### config.mk
export PLATFORM = sky130hd
export DESIGN_NAME = led_blink_coder
export DESIGN_NICKNAME = d
export VERILOG_FILES = /design/src/rtl/led_blink_coder.sv
export SDC_FILE = /design/constraint.sdc
export NUM_CORES = 1
export LEC_CHECK = 0
export ABC_CLOCK_PERIOD_IN_PS = 5800
export CORE_MARGIN = 2
export CORE_UTILIZATION = 63
export CTS_CLUSTER_DIAMETER = 150
export DETAILED_ROUTE_END_ITERATION = 10
export PLACE_DENSITY = 0.84
export SLEW_MARGIN = 10
export SYNTH_ARGS = -nofsm -noshare
export SYNTH_HDL_FRONTEND = slang
export SYNTH_SLANG_ARGS = --single-unit
### constraint.sdc
create_clock -name clk -period 5.8 [get_ports clk]
set_input_delay 1.16 -clock clk [delete_from_list [all_inputs] [get_ports clk]]
set_output_delay 1.16 -clock clk [all_outputs]
set_load 0.02 [all_outputs]
### src/rtl/led_blink_coder.sv
// Blinks a 4-bit code on led_req as N ON/OFF pulses followed by a GAP, repeating while pending.
// Optional activity stretch in IDLE is built when LED_ACTIVITY_STRETCH_EN is defined.
module led_blink_coder #(
    parameter int TICK_DIV      = 1048576,
    parameter int ON_TICKS      = 4,
    parameter int OFF_TICKS     = 4,
    parameter int GAP_TICKS     = 16,
    parameter int STRETCH_TICKS = 2
) (
    input  logic       clk,
    input  logic       rst_n,
    input  logic       code_valid,
    input  logic [3:0] code,
    input  logic       activity,
    output logic       led_req,
    output logic       busy,
    output logic [3:0] code_active
);
    typedef enum logic [1:0] {S_IDLE, S_ON, S_OFF, S_GAP} state_e;

    localparam logic [23:0] DIV_LAST = 24'(TICK_DIV - 1);
    localparam logic [7:0]  ON_LAST  = 8'(ON_TICKS - 1);
    localparam logic [7:0]  OFF_LAST = 8'(OFF_TICKS - 1);
    localparam logic [7:0]  GAP_LAST = 8'(GAP_TICKS - 1);

    state_e      state_q, state_d;
    logic [23:0] presc_q, presc_d;
    logic [7:0]  tick_q, tick_d;
    logic [3:0]  pending_q, pending_d;
    logic [3:0]  remaining_q, remaining_d;
    logic [3:0]  code_active_q, code_active_d;
    logic        led_q, led_d;
    logic        tick_last, phase_done, stretch_on;

    always_ff @(posedge clk) begin
        if (!rst_n) begin
            state_q       <= S_IDLE;
            presc_q       <= '0;
            tick_q        <= '0;
            pending_q     <= '0;
            remaining_q   <= '0;
            code_active_q <= '0;
            led_q         <= 1'b0;
        end else begin
            state_q       <= state_d;
            presc_q       <= presc_d;
            tick_q        <= tick_d;
            pending_q     <= pending_d;
            remaining_q   <= remaining_d;
            code_active_q <= code_active_d;
            led_q         <= led_d;
        end
    end

    // A strobe in the same cycle as an IDLE check or GAP exit wins over the stored code.
    always_comb begin
        pending_d     = code_valid ? code : pending_q;
        state_d       = state_q;
        remaining_d   = remaining_q;
        code_active_d = code_active_q;
        tick_last     = (presc_q == DIV_LAST);
        phase_done    = 1'b0;
        case (state_q)
            S_ON:    phase_done = tick_last && (tick_q == ON_LAST);
            S_OFF:   phase_done = tick_last && (tick_q == OFF_LAST);
            S_GAP:   phase_done = tick_last && (tick_q == GAP_LAST);
            default: phase_done = 1'b0;
        endcase
        case (state_q)
            S_IDLE: begin
                if (pending_d != 4'd0) begin
                    state_d       = S_ON;
                    remaining_d   = pending_d;
                    code_active_d = pending_d;
                end
            end
            S_ON: begin
                if (phase_done) begin
                    state_d     = S_OFF;
                    remaining_d = remaining_q - 4'd1;
                end
            end
            S_OFF: begin
                if (phase_done) begin
                    state_d = (remaining_q != 4'd0) ? S_ON : S_GAP;
                end
            end
            S_GAP: begin
                if (phase_done) begin
                    if (pending_d != 4'd0) begin
                        state_d       = S_ON;
                        remaining_d   = pending_d;
                        code_active_d = pending_d;
                    end else begin
                        state_d       = S_IDLE;
                        code_active_d = 4'd0;
                    end
                end
            end
            default: state_d = S_IDLE;
        endcase
        if (state_d != state_q || state_q == S_IDLE) begin
            presc_d = '0;
            tick_d  = '0;
        end else if (tick_last) begin
            presc_d = '0;
            tick_d  = tick_q + 8'd1;
        end else begin
            presc_d = presc_q + 24'd1;
            tick_d  = tick_q;
        end
    end

    always_comb begin
        led_d = (state_d == S_ON) || ((state_d == S_IDLE) && stretch_on);
    end

`ifdef LED_ACTIVITY_STRETCH_EN
    localparam logic [31:0] STRETCH_LOAD = 32'(longint'(STRETCH_TICKS) * longint'(TICK_DIV));

    logic [31:0] stretch_q, stretch_d;
    logic        act_prev_q, act_prev_d;

    always_ff @(posedge clk) begin
        if (!rst_n) begin
            stretch_q  <= '0;
            act_prev_q <= 1'b0;
        end else begin
            stretch_q  <= stretch_d;
            act_prev_q <= act_prev_d;
        end
    end

    always_comb begin
        act_prev_d = activity;
        stretch_d  = stretch_q;
        if (state_d == S_ON) begin
            stretch_d = '0;
        end else if (state_q == S_IDLE && activity && !act_prev_q) begin
            stretch_d = STRETCH_LOAD;
        end else if (stretch_q != '0) begin
            stretch_d = stretch_q - 32'd1;
        end
    end

    assign stretch_on = (stretch_d != '0);
`else
    localparam int unused_stretch_ticks = STRETCH_TICKS;
    logic unused_activity;
    assign unused_activity = activity;
    assign stretch_on      = 1'b0;
`endif

    assign led_req     = led_q;
    assign busy        = (state_q != S_IDLE);
    assign code_active = code_active_q;
endmodule

### After elaboration in Yosys (flattened, before gate mapping)

Cells that the tools add are included.
Widths: inputs -> output; s select.

| operators by class | value |
|---|---|
| $add $sub $neg | 3 |
| equal/unequal tests | 11 |
| multiplexer cells | 17 |
| bitwise gates (word level) | 1 |
| reduce and logical (&&, ||, !) cells | 14 |

Operators with widths:

| cell | count |
|---|---|
| $mux 4 | 7 |
| $add 24x1->24 const B | 1 |
| $eq 24x20->1 const B | 1 |
| $pmux 4 s3 | 1 |
| $mux 2 | 5 |
| $add 8x1->8 const B | 1 |
| $eq 8x2->1 const B | 1 |
| $eq 8x4->1 const B | 1 |
| $pmux 2 s4 | 1 |
| $pmux 4 s2 | 1 |
| $reduce_bool 4->1 | 2 |
| $ne 2x2->1 const B | 3 |
| $reduce_and 3->1 | 2 |
| $eq 2x1->1 const B | 2 |
| $eq 2x2->1 const B | 2 |
| $reduce_bool 2->1 | 2 |
| $reduce_or 2->1 | 2 |
| $sub 4x1->4 const B | 1 |
| $reduce_bool 3->1 | 1 |
| $reduce_or 3->1 | 1 |
| $logic_and 1x1->1 | 2 |
| $logic_not 2->1 | 1 |
| $ne 2x2->1 | 1 |
| $pmux 1 s2 | 1 |
| 3 further kinds | 3 |

| word-level totals | value |
|---|---|
| register bits | 47 |
| input bits | 8 |
| output and inout port bits | 6 |
| logic and storage cells | 53 |

### Longest topological paths before layout

Gate-level depths: netlist of run 1.

| depth | value |
|---|---|
| depth in word-level cells | 8 |
| depth in mapped cells | 9 |
| depth with buffers taken out | 6 |

### Least setup slack after synthesis of run 1

OpenSTA, ideal clock, no wires.

| path | value |
|---|---|
| path type | in2reg |
| start | in code_valid |
| end | reg code_active_q[2], in the netlist code_active[2] |
| setup time | 0.121 ns |
| arrival time | 2.451 ns |
| data required time | 5.679 ns |
| path slack | 3.228 ns |
| cell stages on the path | 6 |
| buffers on the path | 1 |
| cell sequence | clkbuf_1 -> nor3b_1 -> a22o_1 -> nor2_1 -> a31oi_4 -> mux2_4 |

| between the ends | value |
|---|---|
| cells in the longest elaborated chain, start to end | 5 |
| elaborated cells between the ends (all ways) | 8 |
| classes of those cells | eq/ne: 1; mux: 5; reduce/logical: 2 |

Ends and longest elaborated chain:

| what | line | source |
|---|---|---|
| start, declared | 12 | `input logic code_valid,` |
| $mux 4 (*) | 57 | `pending_d = code_valid ? code : pending_q;` |
| $reduce_bool 4->1 | 71, 90 |  |
| $mux 4 | 90 | `if (pending_d != 4'd0) begin` |
| $mux 4 | 89 | `if (phase_done) begin` |
| $pmux 4 s2 | 69 | `case (state_q)` |
| end signal, assigned | 50 | `code_active_q <= code_active_d;` |
| end, declared | 31 | `logic [3:0] code_active_q, code_active_d;` |

Mark *: on every way between the ends. The rest lies on a longest branch, timed or not. The select of a mux whose other input is x is not followed.
A chain may end at the register's enable or synchronous reset.

### Final worst setup path of run 1

| path | value |
|---|---|
| start | reg state_q[1] |
| end | out busy |

| between the ends | value |
|---|---|
| cells in the longest elaborated chain, start to end | 1 |

Ends and longest elaborated chain:

| what | line | source |
|---|---|---|
| start, declared | 26 | `state_e state_q, state_d;` |
| start signal, assigned | 45 | `state_q <= state_d;` |
| $reduce_bool 2->1 | 155 | `assign busy = (state_q != S_IDLE);` |
| end, declared | 16 | `output logic busy,` |

No other way between the ends.

==> results of run 1 <==
final cells by class:
type / instances / area (µm²) / share of cell area (%)
Inverter: 11 / 41.3 / 1.68
Sequential cell: 47 / 941 / 38.3
Timing Repair Buffer: 12 / 120 / 4.89
Clock inverter: 2 / 35.0 / 1.43
Clock buffer: 6 / 51.3 / 2.09
Tap cell: 46 / 57.6 / 2.34
Multi-Input combinational cell: 190 / 1210 / 49.2
cell families after synthesis:
kind of cell	after synthesis	synth area share (%)
and+or+nand+nor	122	27.3
DFF	47	41.6
xor gates and xnor gates	29	11.2
AOI/OAI and AO/OA	27	8.79
buffers and inverters	24	5.03
muxes	8	3.92
adders and majority gates	4	2.21
placed cells by master, fill, tap and decap left out, types with 2 or more instances in the layout:
| master | synthesis | layout |
|---|---|---|
| a221oi_1 | 2 | 2 |
| or2_2 | 2 | 2 |
| nand2_1 | 16 | 16 |
| mux2i_1 | 4 | 4 |
| ha_1 | 4 | 4 |
| a21o_1 | 2 | 2 |
| nand2b_1 | 2 | 2 |
| and2_1 | 2 | 2 |
| or4_1 | 2 | 2 |
| clkdlybuf4s50_1 | 0 | 12 |
| and3_1 | 9 | 9 |
| xor2_1 | 14 | 14 |
| o32ai_1 | 2 | 2 |
| a21oi_1 | 12 | 12 |
| mux2_2 | 3 | 3 |
| nor3_1 | 4 | 4 |
| nor4_1 | 3 | 3 |
| nand4_1 | 12 | 12 |
| inv_1 | 10 | 10 |
| dfxtp_1 | 47 | 47 |
| xnor2_1 | 15 | 15 |
| a31oi_1 | 2 | 2 |
| nor3b_1 | 3 | 3 |
| clkbuf_4 | 0 | 5 |
| nor2_1 | 44 | 44 |
| and4_1 | 6 | 6 |
| nand3_1 | 15 | 15 |
per-layer routing:
layer  wire length [µm]  up-vias  global-route usage (%)
met5                  0        -                       0
met4                 57        0                    9.78
met3                214        6                    4.23
met2               1950       39                    37.2
met1               2050      836                    31.4
li1                   -      922                       -
worst register-to-register path: stages, from the launching register on:
cell and delay [ns]:
dfxtp_1 0.37, ha_1 0.24, and3_1 0.24, and4_1 0.43, nand3_1 0.28, nand2_1 0.63
nor2_1 0.12
power groups by stage:
stage               Combinational (mW)  Sequential, mW  Clock, mW
detailed placement              0.0695           0.346          0
floorplan                       0.0461           0.349          0
finish                          0.0706           0.340      0.207
global route                    0.0794           0.341      0.220
CTS                             0.0702           0.340      0.209
global placement                0.0690           0.346          0
worst max-delay path by stage:
stage / from / end / slack (ns) / cells past startpoint
floorplan: code_valid / code_active[2]$_SDFFE_PN0P_ / 3.23 / 6
finish: state_q[1]$_SDFF_PN0_ / busy / 2.76 / 3
detailed placement: rst_n / presc_q[3]$_SDFF_PP0_ / 2.39 / 5
global placement: rst_n / presc_q[6]$_SDFF_PP0_ / 2.45 / 5
global route: rst_n / presc_q[23]$_SDFF_PP0_ / 2.44 / 5
CTS: state_q[0]$_SDFF_PN0_ / busy / 2.77 / 3
stage by stage:
step	std cells	setup slack [ns]	utilization (%)	hold slack (ns)	power, mW
2_1_floorplan	261	3.23	-	0.413	0.395
3_3_place_gp	306	2.45	69.9	0.424	0.415
3_5_place_dp	306	2.39	69.9	0.433	0.416
4_1_cts	314	2.77	72.4	0.454	0.619
5_1_grt	314	2.44	72.4	0.490	0.640
6_report	314	2.76	72.4	0.457	0.617
state kept, by name (all words and copies together), names as in the netlist:
register,flops
code_active,4
led_req,1
pending_q,4
presc_q,24
remaining_q,4
state_q,2
tick_q,8
==> results.ini, run 1 <==
[outcome]
status=completed

[power]
leakage_nw=0.917
p_switching_uw=152
pwr-share-clk_pct=33.5
switching_share_pct=24.6
powerDensity_nw_per_um2=251
ir_worst_vdd_v=0.000193
internal_power_uw=465
p_comb_share_pct=11.4
p_seq_share_pct=55.1

[critical_path]
crit_type=flop to output port
timing.critical_path.buf_inv=2
r2r_start=presc_q[0]$_SDFF_PP0_
rr_worst_depth=6
path_max_fanout=11
cp-end-kind=output port
start_kind=flop
r2r-end=presc_q[23]$_SDFF_PP0_
required_ns=4.64
cp_slowest_cell=clkdlybuf4s50_1
crit_family=buffers and inverters
cp_cell_sequence=inv_1 > nand2_1 > clkdlybuf4s50_1
max_stage_delay_ns=0.62
arrival_ns=1.88
reg2reg_slack_ns=3.37

[route]
drt-total-wl_um=4270
antenna_left=0
num_vias=1803
vias_per_cell=5.74
wl_per_cell_um=13.6
drcViolationCount=0
first_pass_iters=5
drt_iter0_drc=122

[job]
max-cap-violations=0

[place]
io_buffers=12
gp_congestion=0.818
post_dp_cell_area_um2=2370
dp_hpwl_um=2960

[timing]
skew_ns=0.00871
worst_pin_slew_ns=0.723
min_period_ns=3.04
finalSetupViolCount=0
slew_viol_final=0
fmax_mhz=329
rsz0062_at_grt=no
fin_tns_setup_ns=0
relSlewSlack_pct=51.7
final_hold_viol_count=0
fin_crit_sh_pct=52.3

[synthesis]
yosys.area.top_type_share_pct=41.6
post_synth.cell_area_avg_um2=8.67
synth_top_area_cell=dfxtp_1
synth-edff-count=0
synthTopCellsByArea=dfxtp_1 42%, nor2_1 7.3%, xnor2_1 5.8%, xor2_1 5.4%, nand3_1 3.3%
synth_seq_cells=47
async_reset_ff_share_pct=0
yosys-top-cells-count=47 x dfxtp_1, 44 x nor2_1, 16 x nand2_1
yosysMostFrequentCell=dfxtp_1
ys_types=40
ys_seq_area_share_pct=41.6
syn_area_um2=2260
synth_warnings=0
netlist_instances=261
synth_nets=273
synth_ff_type=dfxtp_1

[clock_tree]
clk-insertion-delay-late_ns=0.37
cts_buffer_depth=2
cts_setup_buffers=0
clk_pin_slew_ns=0.13
hold_buffers=0
cts_resized=0
cts_made_buffers=5
cts.sinks=47
htreeDepth=2
cts_tree=done
cts-root-buf=clkbuf_4

[global_routing]
grt_overflow=0
grt.total_usage_pct=23.5
antenna_found_initial=0
grt_pass1_wl_um=7580
grt_pass1_vias=1682
grt_max_degree=23

[final_layout]
area_growth_pct=8.46
num-fill-cells=246
fin_area_um2=2450
antenna_cells=0
final_nets=279
drive_above_1_share_pct=6.34

[die]
io_pins=14
die_h_um=63.9
start_util_pct=66.8
core_um2=3390
die-area_um2=4090
dieWidth_um=63.9
std_cell_rows=21

[min_path]
min_path_type=flop to flop
holdPathStages=1
hp-start=presc_q[0]$_SDFF_PP0_
holdPathEnd=presc_q[0]$_SDFF_PP0_

Power figures use the tool's default switching activity.
==> inputs of run 2 (changes only) <==
--- a/config.mk
+++ b/config.mk
@@ -5,12 +5,12 @@
 export SDC_FILE = /design/constraint.sdc
 export NUM_CORES = 1
 export LEC_CHECK = 0
-export ABC_CLOCK_PERIOD_IN_PS = 5800
+export ABC_CLOCK_PERIOD_IN_PS = 2800
 export CORE_MARGIN = 2
-export CORE_UTILIZATION = 63
+export CORE_UTILIZATION = 58
 export CTS_CLUSTER_DIAMETER = 150
 export DETAILED_ROUTE_END_ITERATION = 10
-export PLACE_DENSITY = 0.84
+export PLACE_DENSITY = 0.78
 export SLEW_MARGIN = 10
 export SYNTH_ARGS = -nofsm -noshare
 export SYNTH_HDL_FRONTEND = slang
==> constraint.sdc (replaced) <==
create_clock -name clk -period 2.8 [get_ports clk]
set_input_delay 0.56 -clock clk [delete_from_list [all_inputs] [get_ports clk]]
set_output_delay 0.56 -clock clk [all_outputs]
set_load 0.02 [all_outputs]
==> run 2 against run 1 <==
  * Clock skew is 0.0021 ns lower
  * Cell count is 1.9% higher
  * Flip-flop and latch count stayed put
  * Clock-buffer cell count stayed put
  * Sequential power is 110% higher
  * Critical path depth stayed put
  * Wire length is 4.9% lower
  * Register-to-register slack worse by 2.7 ns
==> results.ini, run 2 (synthesis results as in run 1) <==
[critical_path]
cp-end-kind=output port
required_ns=2.24
start_kind=flop
arrival_ns=1.80
path_max_fanout=11
crit_type=flop to output port

[route]
drt-total-wl_um=4060
antenna_left=0
wl_per_cell_um=12.7
drcViolationCount=0
first_pass_iters=4
drt_iter0_drc=85
num_vias=1796
vias_per_cell=5.61

[global_routing]
grt_pass1_vias=1694
grt_overflow=0
grt.total_usage_pct=21.3
grt_pass1_wl_um=7240
antenna_found_initial=0
grt_max_degree=23

[job]
max-cap-violations=0

[die]
dieWidth_um=66.5
std_cell_rows=22
io_pins=14
die-area_um2=4420
start_util_pct=60.9
die_h_um=66.5
core_um2=3720

[timing]
rsz0062_at_grt=no
setup_ws_ns=0.445
final_hold_viol_count=0
skew_ns=0.00658
relSlewSlack_pct=73.1
fin_crit_sh_pct=84.1
finalSetupViolCount=0
fin_tns_setup_ns=0
worst_pin_slew_ns=0.403
min_period_ns=2.36
fmax_mhz=425
slew_viol_final=0

[power]
switching_share_pct=25.5
pwr-share-clk_pct=31.8
internal_power_uw=929
p_switching_uw=317
powerDensity_nw_per_um2=502
ir_worst_vdd_v=0.000335
p_comb_share_pct=11.8
p_seq_share_pct=56.4
leakage_nw=0.929

[clock_tree]
cts.sinks=47
cts_tree=done
cts_made_buffers=5
hold_buffers=0
clk_pin_slew_ns=0.08
cts_setup_buffers=0
cts-root-buf=clkbuf_8
clk-insertion-delay-late_ns=0.30
cts_resized=0
cts_buffer_depth=2
htreeDepth=2

[final_layout]
final_util_pct=66.9
antenna_cells=0
largest_reg_flops=24
final_nets=283
area_growth_pct=9.84
num-fill-cells=318
top_register=presc_q
layout_common_cells=47 x dfxtp_1, 44 x nor2_1, 16 x nand2_1
mostFrequentLayoutCell=dfxtp_1
instances_no_fill=320
drive_above_1_share_pct=7.35
reg.largest.list=presc_q (24), tick_q (8)

[outcome]
status=completed

[place]
gp_congestion=0.884
pre_cts_slack_ns=0.263
dp_hpwl_um=2890
io_buffers=12
dp.cells=312

[min_path]
min_path_type=flop to flop

-- run 2: power groups by stage --
stage | combinational (mW) | sequential, mW | clock, mW
after detailed placement | 0.146 | 0.718 | 0
after global routing | 0.166 | 0.706 | 0.440
final | 0.148 | 0.703 | 0.396
after global placement | 0.146 | 0.718 | 0
after floorplan | 0.0956 | 0.722 | 0
after CTS | 0.148 | 0.703 | 0.408
-- run 2: area by class of cell --
cell class,count,area [µm²],share of cell area (%)
Inverter,11,41.3,1.66
Clock buffer,6,72.6,2.92
Multi-Input combinational cell,190,1210,48.6
Clock inverter,2,12.5,0.503
Tap cell,48,60.1,2.42
Sequential cell,47,941,37.8
Timing Repair Buffer,16,150,6.04
-- run 2: per-layer routing --
layer / track usage (%) / share of wire [%] / wire length [µm]
met3: 5.24 / 3.0 / 121
met5: 0 / 0 / 0
met4: 7.14 / 1.4 / 56
met1: 28.0 / 50 / 2030
met2: 34.0 / 46 / 1850
-- run 2: path summary, 6_finish.rpt --
check                                       startpoint                          end  slack [ns]  cells past startpoint
worst max-delay path             state_q[1]$_SDFF_PN0_                         busy        0.44                      3
worst min-delay path             presc_q[0]$_SDFF_PP0_        presc_q[0]$_SDFF_PP0_        0.46                      1
worst max register to register  presc_q[20]$_SDFF_PP0_  code_active[2]$_SDFFE_PN0P_        0.71                      5
worst min register to register   presc_q[0]$_SDFF_PP0_        presc_q[0]$_SDFF_PP0_        0.46                      1
-- run 2: critical path, cell delays in order (launching register included) --
cell and delay, ns:
dfxtp_1 0.57, inv_1 0.18, nand2_1 0.14, clkdlybuf4s50_1 0.61
-- run 2: through the flow --
step	area (µm²)	hold slack [ns]	power (mW)
2_1_floorplan	2260	0.413	0.818
3_5_place_dp	2400	0.435	0.864
3_3_place_gp	2400	0.424	0.863
6_report	2490	0.455	1.25
4_1_cts	2490	0.451	1.26
5_1_grt	2490	0.489	1.31
==> inputs of run 3 (changes only) <==
--- a/config.mk
+++ b/config.mk
@@ -5,7 +5,7 @@
 export SDC_FILE = /design/constraint.sdc
 export NUM_CORES = 1
 export LEC_CHECK = 0
-export ABC_CLOCK_PERIOD_IN_PS = 2800
+export ABC_CLOCK_PERIOD_IN_PS = 2300
 export CORE_MARGIN = 2
 export CORE_UTILIZATION = 58
 export CTS_CLUSTER_DIAMETER = 150
==> constraint.sdc (replaced) <==
create_clock -name clk -period 2.3 [get_ports clk]
set_input_delay 0.46 -clock clk [delete_from_list [all_inputs] [get_ports clk]]
set_output_delay 0.46 -clock clk [all_outputs]
set_load 0.02 [all_outputs]
==> run 3 against run 2 <==
  * Sequential power increased by 22%
  * Cell count increased by 2.2%
  * Flip-flop and latch count unchanged
  * Wire length increased by 10%
  * Global-route usage increased by 1.5 points
  * Core utilization increased by 1.3 points
  * Clock skew increased by 0.00061 ns
  * Critical endpoint is now code_active[0]$_SDFFE_PN0P_
  * Combinational power increased by 29%
  * Sequential share of layout area decreased by 0.70 points
==> results.ini, run 3 (synthesis results as in run 1) <==
[global_routing]
grt.met1_usage_pct=27.7
grt_max_degree=23
grt_pass1_wl_um=7700
grtUsageMet3_pct=4.05
use_met2_pct=39.9
grt.busiest_layer=met2
grt_overflow=0
antenna_found_initial=0
grt_pass1_vias=1753
grt.total_usage_pct=22.8

[route]
num_vias=1812
first_pass_iters=4
wl_per_cell_um=13.7
antenna_left=0
drt-total-wl_um=4480
vias_per_cell=5.54
drt_iter0_drc=87
drcViolationCount=0

[min_path]
min_path_type=flop to flop
holdPathStages=1
hp-start=presc_q[0]$_SDFF_PP0_
holdPathEnd=presc_q[0]$_SDFF_PP0_

[outcome]
status=completed

[timing]
fin_tns_setup_ns=0
skew_ns=0.00719
finalSetupViolCount=0
setup_ws_ns=0.193
worst_pin_slew_ns=0.371
final_hold_viol_count=0
rsz0062_at_grt=no
min_period_ns=2.11
fmax_mhz=475
fin_crit_sh_pct=91.6
relSlewSlack_pct=75.3
slew_viol_final=0

[power]
leakage_nw=0.965
p_comb_share_pct=12.6
pwr-share-clk_pct=31.0
p_switching_uw=377
powerDensity_nw_per_um2=598
p_seq_share_pct=56.5
internal_power_mw=1.14
switching_share_pct=24.9
ir_worst_vdd_v=0.000353

[place]
gp_congestion=0.839
pre_cts_slack_ns=0.0494
dp.cells=319
dp_hpwl_um=3310
io_buffers=12

[critical_path]
cp-end-kind=flop
rr_worst_depth=7
crit_type=flop to flop
arrival_ns=2.30
required_ns=2.49
reg2reg_slack_ns=0.19
r2r-end=code_active[0]$_SDFFE_PN0P_
start_kind=flop
path_max_fanout=10
r2r_start=presc_q[0]$_SDFF_PP0_

[clock_tree]
clk-insertion-delay-late_ns=0.30
htreeDepth=2
cts_tree=done
cts_setup_buffers=0
cts_buffer_depth=2
cts-root-buf=clkbuf_8
clk_pin_slew_ns=0.08
cts.sinks=47
cts_made_buffers=5

[die]
die-area_um2=4420
die_h_um=66.5
std_cell_rows=22
io_pins=14
core_um2=3720
start_util_pct=60.9
dieWidth_um=66.5

[job]
max-cap-violations=0

[final_layout]
drive_above_1_share_pct=9.68
largest_reg_flops=24
mostFrequentLayoutCell=dfxtp_1
top_register=presc_q
instances_no_fill=327
antenna_cells=0
reg.largest.list=presc_q (24), tick_q (8)
area_growth_pct=12.1
final_nets=290
layout_common_cells=46 x dfxtp_1, 44 x nor2_1, 16 x nand2_1

==> run 3: area by class of cell <==
type / instances / area (µm²)
multi-input combinational: 190 / 1210
fill: 325 / 1180
sequential: 47 / 942
timing repair buffer: 23 / 203
clock buffer: 7 / 76.3
tap: 48 / 60.1
inverter: 11 / 41.3
clock inverter: 1 / 5.00
==> run 3: worst max-delay path: stages (launching register included) <==
cell and delay [ns]:
dfxtp_1 0.35, ha_1 0.25, and3_1 0.24, and4_1 0.24, and3_1 0.40, a31oi_4 0.15, buf_4 0.18, o211a_1 0.19
==> run 3: metal layers <==
metal  share of wire, %  vias up  wire length (µm)
met3                3.1        5               140
met1                 47      840              2120
li1                   -      941                 -
met5                  0        -                 0
met4                1.3        0                58
met2                 48       26              2160
==> run 3: worst max path at each step <==
stage,slack (ns),start,cells past startpoint,end
2_1_floorplan,0.32,presc_q[0]$_SDFF_PP0_,8,code_active[2]$_SDFFE_PN0P_
3_3_place_gp,0.11,code_valid,6,remaining_q[3]$_SDFFE_PN0P_
3_5_place_dp,0.05,code_valid,6,remaining_q[3]$_SDFFE_PN0P_
4_1_cts,0.1,state_q[0]$_SDFF_PN0_,3,busy
5_1_grt,0.06,presc_q[0]$_SDFF_PP0_,6,remaining_q[3]$_SDFFE_PN0P_
6_report,0.19,presc_q[0]$_SDFF_PP0_,7,code_active[0]$_SDFFE_PN0P_
==> run 3: stage by stage <==
step	util, %	hold WS, ns	power [mW]	cell area, µm²
after floorplan	-	0.413	0.996	2260
after global placement	66.0	0.424	1.06	2450
after detailed placement	66.0	0.428	1.06	2450
after CTS	68.2	0.442	1.53	2530
after global routing	68.2	0.461	1.58	2540
final	68.2	0.444	1.52	2540
==> run 3: power by group through the flow <==
stage                     clock (mW)  combinational, mW  sequential, mW
after CTS                      0.483              0.190           0.855
after detailed placement           0              0.189           0.874
after global placement             0              0.185           0.874
after global routing           0.507              0.211           0.859
after floorplan                    0              0.116           0.879
final                          0.469              0.191           0.856
==> run 3: repair_timing <==
| item | 4_1_cts | 5_1_grt |
|---|---|---|
| endpoints found under the hold margin | 0 | 0 |
| endpoints found under the setup margin | 0 | 1 |
| gates resized for setup | 0 | 1 |
| hold buffers | 0 | 0 |
